[src/rtl/tbird_pkg.sv]
// Shared types and lamp patterns for the tail-light sequencer.
package tbird_pkg;

  typedef enum logic [2:0] {IDLE, L1, L2, L3, R1, R2, R3, HZ} state_t;

  // Lamp order is {lc,lb,la,ra,rb,rc}.
  localparam logic [5:0] LIGHTS_IDLE = 6'b000_000;
  localparam logic [5:0] LIGHTS_L1   = 6'b001_000;
  localparam logic [5:0] LIGHTS_L2   = 6'b011_000;
  localparam logic [5:0] LIGHTS_L3   = 6'b111_000;
  localparam logic [5:0] LIGHTS_R1   = 6'b000_100;
  localparam logic [5:0] LIGHTS_R2   = 6'b000_110;
  localparam logic [5:0] LIGHTS_R3   = 6'b000_111;
  localparam logic [5:0] LIGHTS_HZ   = 6'b111_111;

  function automatic logic [5:0] lights_of(input state_t s);
    case (s)
      L1:      return LIGHTS_L1;
      L2:      return LIGHTS_L2;
      L3:      return LIGHTS_L3;
      R1:      return LIGHTS_R1;
      R2:      return LIGHTS_R2;
      R3:      return LIGHTS_R3;
      HZ:      return LIGHTS_HZ;
      default: return LIGHTS_IDLE;
    endcase
  endfunction

endpackage

[src/rtl/sync_ff.sv]
// Single-bit multi-flop synchroniser for asynchronous switch inputs.
module sync_ff #(
  parameter int STAGES = 2
) (
  input  logic clk,
  input  logic rst,
  input  logic d,
  output logic q
);

  logic [STAGES-1:0] sr;

  always_ff @(posedge clk) begin
    if (!rst) sr <= '0;
    else      sr <= {sr[STAGES-2:0], d};
  end

  assign q = sr[STAGES-1];

endmodule

[src/rtl/tbird_seq.sv]
// Tail-light sequencer: synchronised switches drive a Moore FSM stepped on tick.
module tbird_seq
  import tbird_pkg::*;
#(
  parameter int SYNC_STAGES = 2,
  parameter int CNT_W       = 8
) (
  input  logic             clk,
  input  logic             rst,
  input  logic             tick,
  input  logic             left_sw,
  input  logic             right_sw,
  input  logic             hazard_sw,
  output logic [5:0]       lights,
  output logic [CNT_W-1:0] seq_count,
  output logic             busy
);

  localparam logic [CNT_W-1:0] CNT_MAX = '1;

  logic   l_s, r_s, h_s;
  state_t state, nxt;
  logic   seq_done;

  sync_ff #(.STAGES(SYNC_STAGES)) u_sync_l (.clk(clk), .rst(rst), .d(left_sw),   .q(l_s));
  sync_ff #(.STAGES(SYNC_STAGES)) u_sync_r (.clk(clk), .rst(rst), .d(right_sw),  .q(r_s));
  sync_ff #(.STAGES(SYNC_STAGES)) u_sync_h (.clk(clk), .rst(rst), .d(hazard_sw), .q(h_s));

  // Hazard (or both turn switches) outranks everything and toggles HZ/IDLE.
  always_comb begin
    nxt = state;
    if (h_s || (l_s && r_s)) begin
      nxt = (state == HZ) ? IDLE : HZ;
    end else begin
      case (state)
        IDLE:    nxt = l_s ? L1 : (r_s ? R1 : IDLE);
        L1:      nxt = L2;
        L2:      nxt = L3;
        L3:      nxt = IDLE;
        R1:      nxt = R2;
        R2:      nxt = R3;
        R3:      nxt = IDLE;
        HZ:      nxt = IDLE;
        default: nxt = IDLE;
      endcase
    end
  end

  assign seq_done = ((state == L3) || (state == R3)) && (nxt == IDLE);

  // tick is a single-cycle enable: every edge that sees it high advances one step,
  // and all registered state holds while it is low.
  always_ff @(posedge clk) begin
    if (!rst) begin
      state     <= IDLE;
      lights    <= LIGHTS_IDLE;
      busy      <= 1'b0;
      seq_count <= '0;
    end else if (tick) begin
      state  <= nxt;
      lights <= lights_of(nxt);
      busy   <= (nxt != IDLE);
      if (seq_done && (seq_count != CNT_MAX)) seq_count <= seq_count + 1'b1;
    end
  end

endmodule

[config.mk]
export PLATFORM = sky130hd
export DESIGN_NAME = tbird_seq
export DESIGN_NICKNAME = d
export VERILOG_FILES = /design/src/rtl/tbird_pkg.sv /design/src/rtl/sync_ff.sv /design/src/rtl/tbird_seq.sv
export SDC_FILE = /design/constraint.sdc
export NUM_CORES = 1
export LEC_CHECK = 0
export ABC_CLOCK_PERIOD_IN_PS = 4100
export BUFFER_PORTS_ARGS = -buffer_cell sky130_fd_sc_hd__buf_4
export CORE_UTILIZATION = 45
export DETAILED_ROUTE_END_ITERATION = 6
export GPL_ROUTABILITY_DRIVEN = 0
export PLACE_DENSITY = 0.72
export SLEW_MARGIN = 20
export SYNTH_ARGS = -nofsm -noshare
export SYNTH_HDL_FRONTEND = slang
export SYNTH_SLANG_ARGS = --single-unit
[constraint.sdc]
create_clock -name clk -period 4.1 [get_ports clk]
set_clock_uncertainty 0.2 [all_clocks]
set_input_delay 0.41 -clock clk [delete_from_list [all_inputs] [get_ports clk]]
set_output_delay 0.41 -clock clk [all_outputs]
set_load 0.005 [all_outputs]
Word level (Yosys, flattened, before mapping)

Cells that the tools add are included.

Flip-flop bits (word level): 24
Input bits: 6
Output and inout bits: 15
Logic and storage cells: 39

Add/sub/neg operators: 1
Eq/ne operators: 15
Mux-type cells: 6
Reductions and logical operators: 10

Operator list:

| operator                                             | count |
|---|---|
| case mux 6 bit (7 select lines)                      | 1 |
| equality test 3 bit (second input constant)          | 8 |
| case mux 3 bit (6 select lines)                      | 1 |
| equality test 3 x 2 -> 1 bit (second input constant) | 4 |
| 2-to-1 mux 3 bit                                     | 4 |
| adder 8 x 1 -> 8 bit (second input constant)         | 1 |
| inequality test 8 bit (second input constant)        | 1 |
| equality test 3 x 1 -> 1 bit (second input constant) | 2 |
| logical NOT 3 bit                                    | 2 |
| logical AND 1 bit                                    | 3 |
| nonzero test 3 bit                                   | 1 |
| OR reduction 3 bit                                   | 1 |
| logical OR 1 bit                                     | 2 |
| AND reduction 2 bit                                  | 1 |

Longest topological paths before layout

Word-level depth: 8
Depth in mapped cells: 6
Gate-level depth less buffers: 5

By module

A second synthesis with hierarchy kept.

Cell total of the unflattened synthesis: 129
Area, all modules: 1119.8 um^2

By module, submodules not included:

| module    | times used | cells each | area an instance (um^2) | seq. area each (um^2) |
|---|---|---|---|---|
| tbird_seq | 1          | 117        | 962.2                   | 360.3 |
| sync_ff   | 3          | 4          | 52.6                    | 40.0 |

Worst setup path after synthesis

OpenSTA, ideal clock, no wires.

Path type: flip-flop to flip-flop
From: reg seq_count[0]
To: reg seq_count[5]
Setup time: 72 ps
Data arrival time: 1688 ps
Required time: 3828 ps
Path slack: 2141 ps
Stages on the path, launching flop included: 7
Buffers on the path: 1
Clock period less this slack: 1959 ps
Cells stage by stage: dfxtp_1 -> ha_1 -> and2_1 -> a311o_1 -> buf_2 -> nor4_2 -> mux2i_1

Word-level cells in the longest chain between the ends: 3
Elaborated cells on any way between the ends: 4
Classes of those cells: 1 x add/sub; 1 x eq/ne; 2 x reduce/logical

Ends and longest elaborated chain:

| item                                                         | RTL line        | text |
|---|---|---|
| from (decl)                                                  | tbird_seq.sv:15 | `output logic [CNT_W-1:0] seq_count,` |
| from (signal assigned)                                       | tbird_seq.sv:63 | `if (seq_done && (seq_count != CNT_MAX)) seq_count <= seq_count + 1'b1;` |
| branches (longest 3 deep; another with adder 8 x 1 -> 8 bit) | n/a             |  |

Parallel ways; which one is timed is not known.
A chain may end at the register's enable or synchronous reset.

Worst setup path after layout

From: reg seq_count[0]
To: reg seq_count[6]

The elaborated chain is that of the path after synthesis.

==> metrics.txt <==
vias in the first global route=between 800 and 900; Syn Nets=around 140; Clk pwr share=about 28%; Tmin final=around 2.2 ns; worst hold endpoint=u_sync_l.sr[0]; CP Capture Type=flop; EDFF count, synth=0; Horiz. Die Dim=52.5 µm; Yosys Warn Count=0; Core Area=2300 µm²; total power=0.443 mW; post-DR vias/cell=5.90; first-pass GRT wire length=3980 µm; CP startpoint kind=flop; Comb pwr share=about 14%; CP max-delay cell=a311o_1; DRC=0; hold_sp=left_sw; R2R Path End=seq_count[6]; Slew Limit Fails=0; pwr/cell area=335 nW/µm²; Clock Root Buffer=clkbuf_4; Fmax=448 MHz; Seq/Total Area, Yosys=41.9%; Post-Place Worst Slack=1.90 ns; Crit Path Category=flop to flop; IO buf count=20; Flop pwr share=between 50% and 60%; Tightest Pin Transition=0.992 ns; max-cap violation count=0; switching pwr=around 0.12 mW; final setup vio count=0; die area=about 2800 µm²; met1 GRT Util=28.2%; Arr. time, crit path=around 2.3 ns; # H-tree levels=1; Clock Latency Late Sink=0.32 ns; multi-input logic area=609 µm²; Tightest Hold Check Type=input pin to flop; Sw Ratio=26.5%; CP max FO=15; critical path required time=4.16 ns; Iter 0 DRT Violations=20; Num CTS Buffers=3; overall global routing resource usage=19.9%; Worst slew margin=around 34%; placed wire-length estimate=roughly 1600 µm; Synth Register Bits=24; met3 GRT Util=2.90%; initial antenna violation count=0; global route hottest layer=met1; Leakage=0.504 nW; final setup TNS=0 ns; clock sinks=24; final worst slack=1.87 ns; Final Hold Viols=0; Synth Cell Area=around 1100 µm²; CTS tree=built; Hold Path Stages=2; Initial Utilization=~50%; Filler cells=218; Layout area overhead=15.4%; CTS Buffer Depth=2; Top FF cell, synth=dfxtp_1; crit-path cells=ha_1, and2_1, a311o_1, or4_1, a21oi_1; post-synthesis area per instance=around 9 µm²; layout cells sized above 1=20.0%; total congestion overflow=0; most frequent cells in the layout=24 x dfxtp_1, 20 x buf_4, 13 x a21oi_1; post-cts sizing count=0; RSZ-0062 raised after global routing=false; Routed WL=2360 µm; register area=480 µm²; ANT nets after route=0; routed via count=1,021; IO Pins=21; commonest non-fill, non-tap cell in the layout=dfxtp_1; Tcrit/Tclk final=54.4%; Worst-path clk slew=0.13 ns; DRT Pass-1 Iters=4; largest net degree at the start of global routing=19; standard-cell rows=17; Final nets=153; number of hold buffers added after cts=0; library cells used by synthesis=39; R2R Path Start=seq_count[0]; Wirelength per Cell=13.7 µm; outcome=finished, final reports clean; post-CTS setup buffer count=0; CP peak stage delay=0.52 ns; Int Power=0.326 mW; Syn Inst Count=130; Reg2Reg Depth=5; n_diodes=0; met2 GRT Util=between 20 and 30%; Die Y=between 50 and 60 µm; fraction of registers with async set or reset after synthesis=0%; R2R Setup Slk=between 1.5 and 2 ns; peak supply drop=0.234 mV
## power by group through the flow
stage | combinational [mW] | clock (mW) | sequential [mW]
after floorplan | 0.0482 | 0 | 0.256
after global placement | 0.0589 | 0 | 0.261
after detailed placement | 0.0607 | 0 | 0.262
after CTS | 0.0610 | 0.130 | 0.257
after global routing | 0.0681 | 0.140 | 0.259
final | 0.0608 | 0.126 | 0.257
## cell families after synthesis
family                   Yosys count  share of synthesized area, %
flip-flops                        24                          41.9
buffers and inverters             12                          4.91
adder cells (fa/ha/maj)            2                          1.96
AND/OR/NAND/NOR                   50                          26.1
AO/OA/AOI/OAI                     40                          23.4
multiplexers                       2                          1.75
## through the flow
stage,utilization [%],instances,area [µm²],hold slack [ns]
4_1_cts,57.6,173,1320,0.0780
3_3_place_gp,56.0,169,1290,0.217
5_1_grt,57.6,173,1320,0.0688
6_report,57.6,173,1320,0.0894
3_5_place_dp,56.0,169,1290,0.223
2_1_floorplan,-,130,1150,0.212
## synth_stat cells (2+ instances only)
library cell  instances  area, µm²
inv_1                 3       11.3
dfxtp_1              24        480
a21oi_1              13       65.1
buf_2                 3       15.0
nor2b_1               2       12.5
nand2_1               6       22.5
o31ai_1               6       45.0
o311ai_1              2       17.5
nor2_1                6       22.5
o211ai_1              2       15.0
nand3b_1              2       15.0
nor3_1                3       15.0
mux2i_1               2       20.0
or4_1                 5       37.5
clkbuf_1              5       18.8
and2_1                9       56.3
nand2b_1              7       43.8
nand4_1               2       12.5
o21ai_0               8       40.0
## per-layer routing
layer | routed length (µm) | share of wire, %
met5 | 0 | 0
met1 | 1180 | 50
met4 | 52 | 2.2
met3 | 94 | 4.0
met2 | 1040 | 44
## how the worst max path moves through the flow
stage	start	end	slack (ns)	cells after the start
floorplan	seq_count[0]	seq_count[5]	2.14	6
global placement	seq_count[0]	seq_count[3]	1.96	5
detailed placement	seq_count[0]	seq_count[3]	1.90	5
CTS	seq_count[0]	seq_count[6]	1.87	5
global route	state[2]	seq_count[0]	1.68	4
finish	seq_count[0]	seq_count[6]	1.87	5
## critical path, delay by kind of cell, from the launching register on
family | cells | cell delay, ns
AND/OR/NAND/NOR | 2 | 0.70
AO/OA/AOI/OAI | 2 | 0.67
flip-flops | 1 | 0.38
adder cells (fa/ha/maj) | 1 | 0.22
## registers in the layout (all words and copies together), names as in the netlist
register     flops
busy             1
lights           6
seq_count        8
state            3
u_sync_h.sr      2
u_sync_l.sr      2
u_sync_r.sr      2
## layout make-up
type | instances | area share [%]
Tap cell | 28 | 2.65
Inverter | 3 | 0.851
Sequential cell | 24 | 36.3
Multi-Input combinational cell | 94 | 46.1
Timing Repair Buffer | 20 | 11.4
Clock buffer | 4 | 2.74
(Power assumes the default switching activity.)
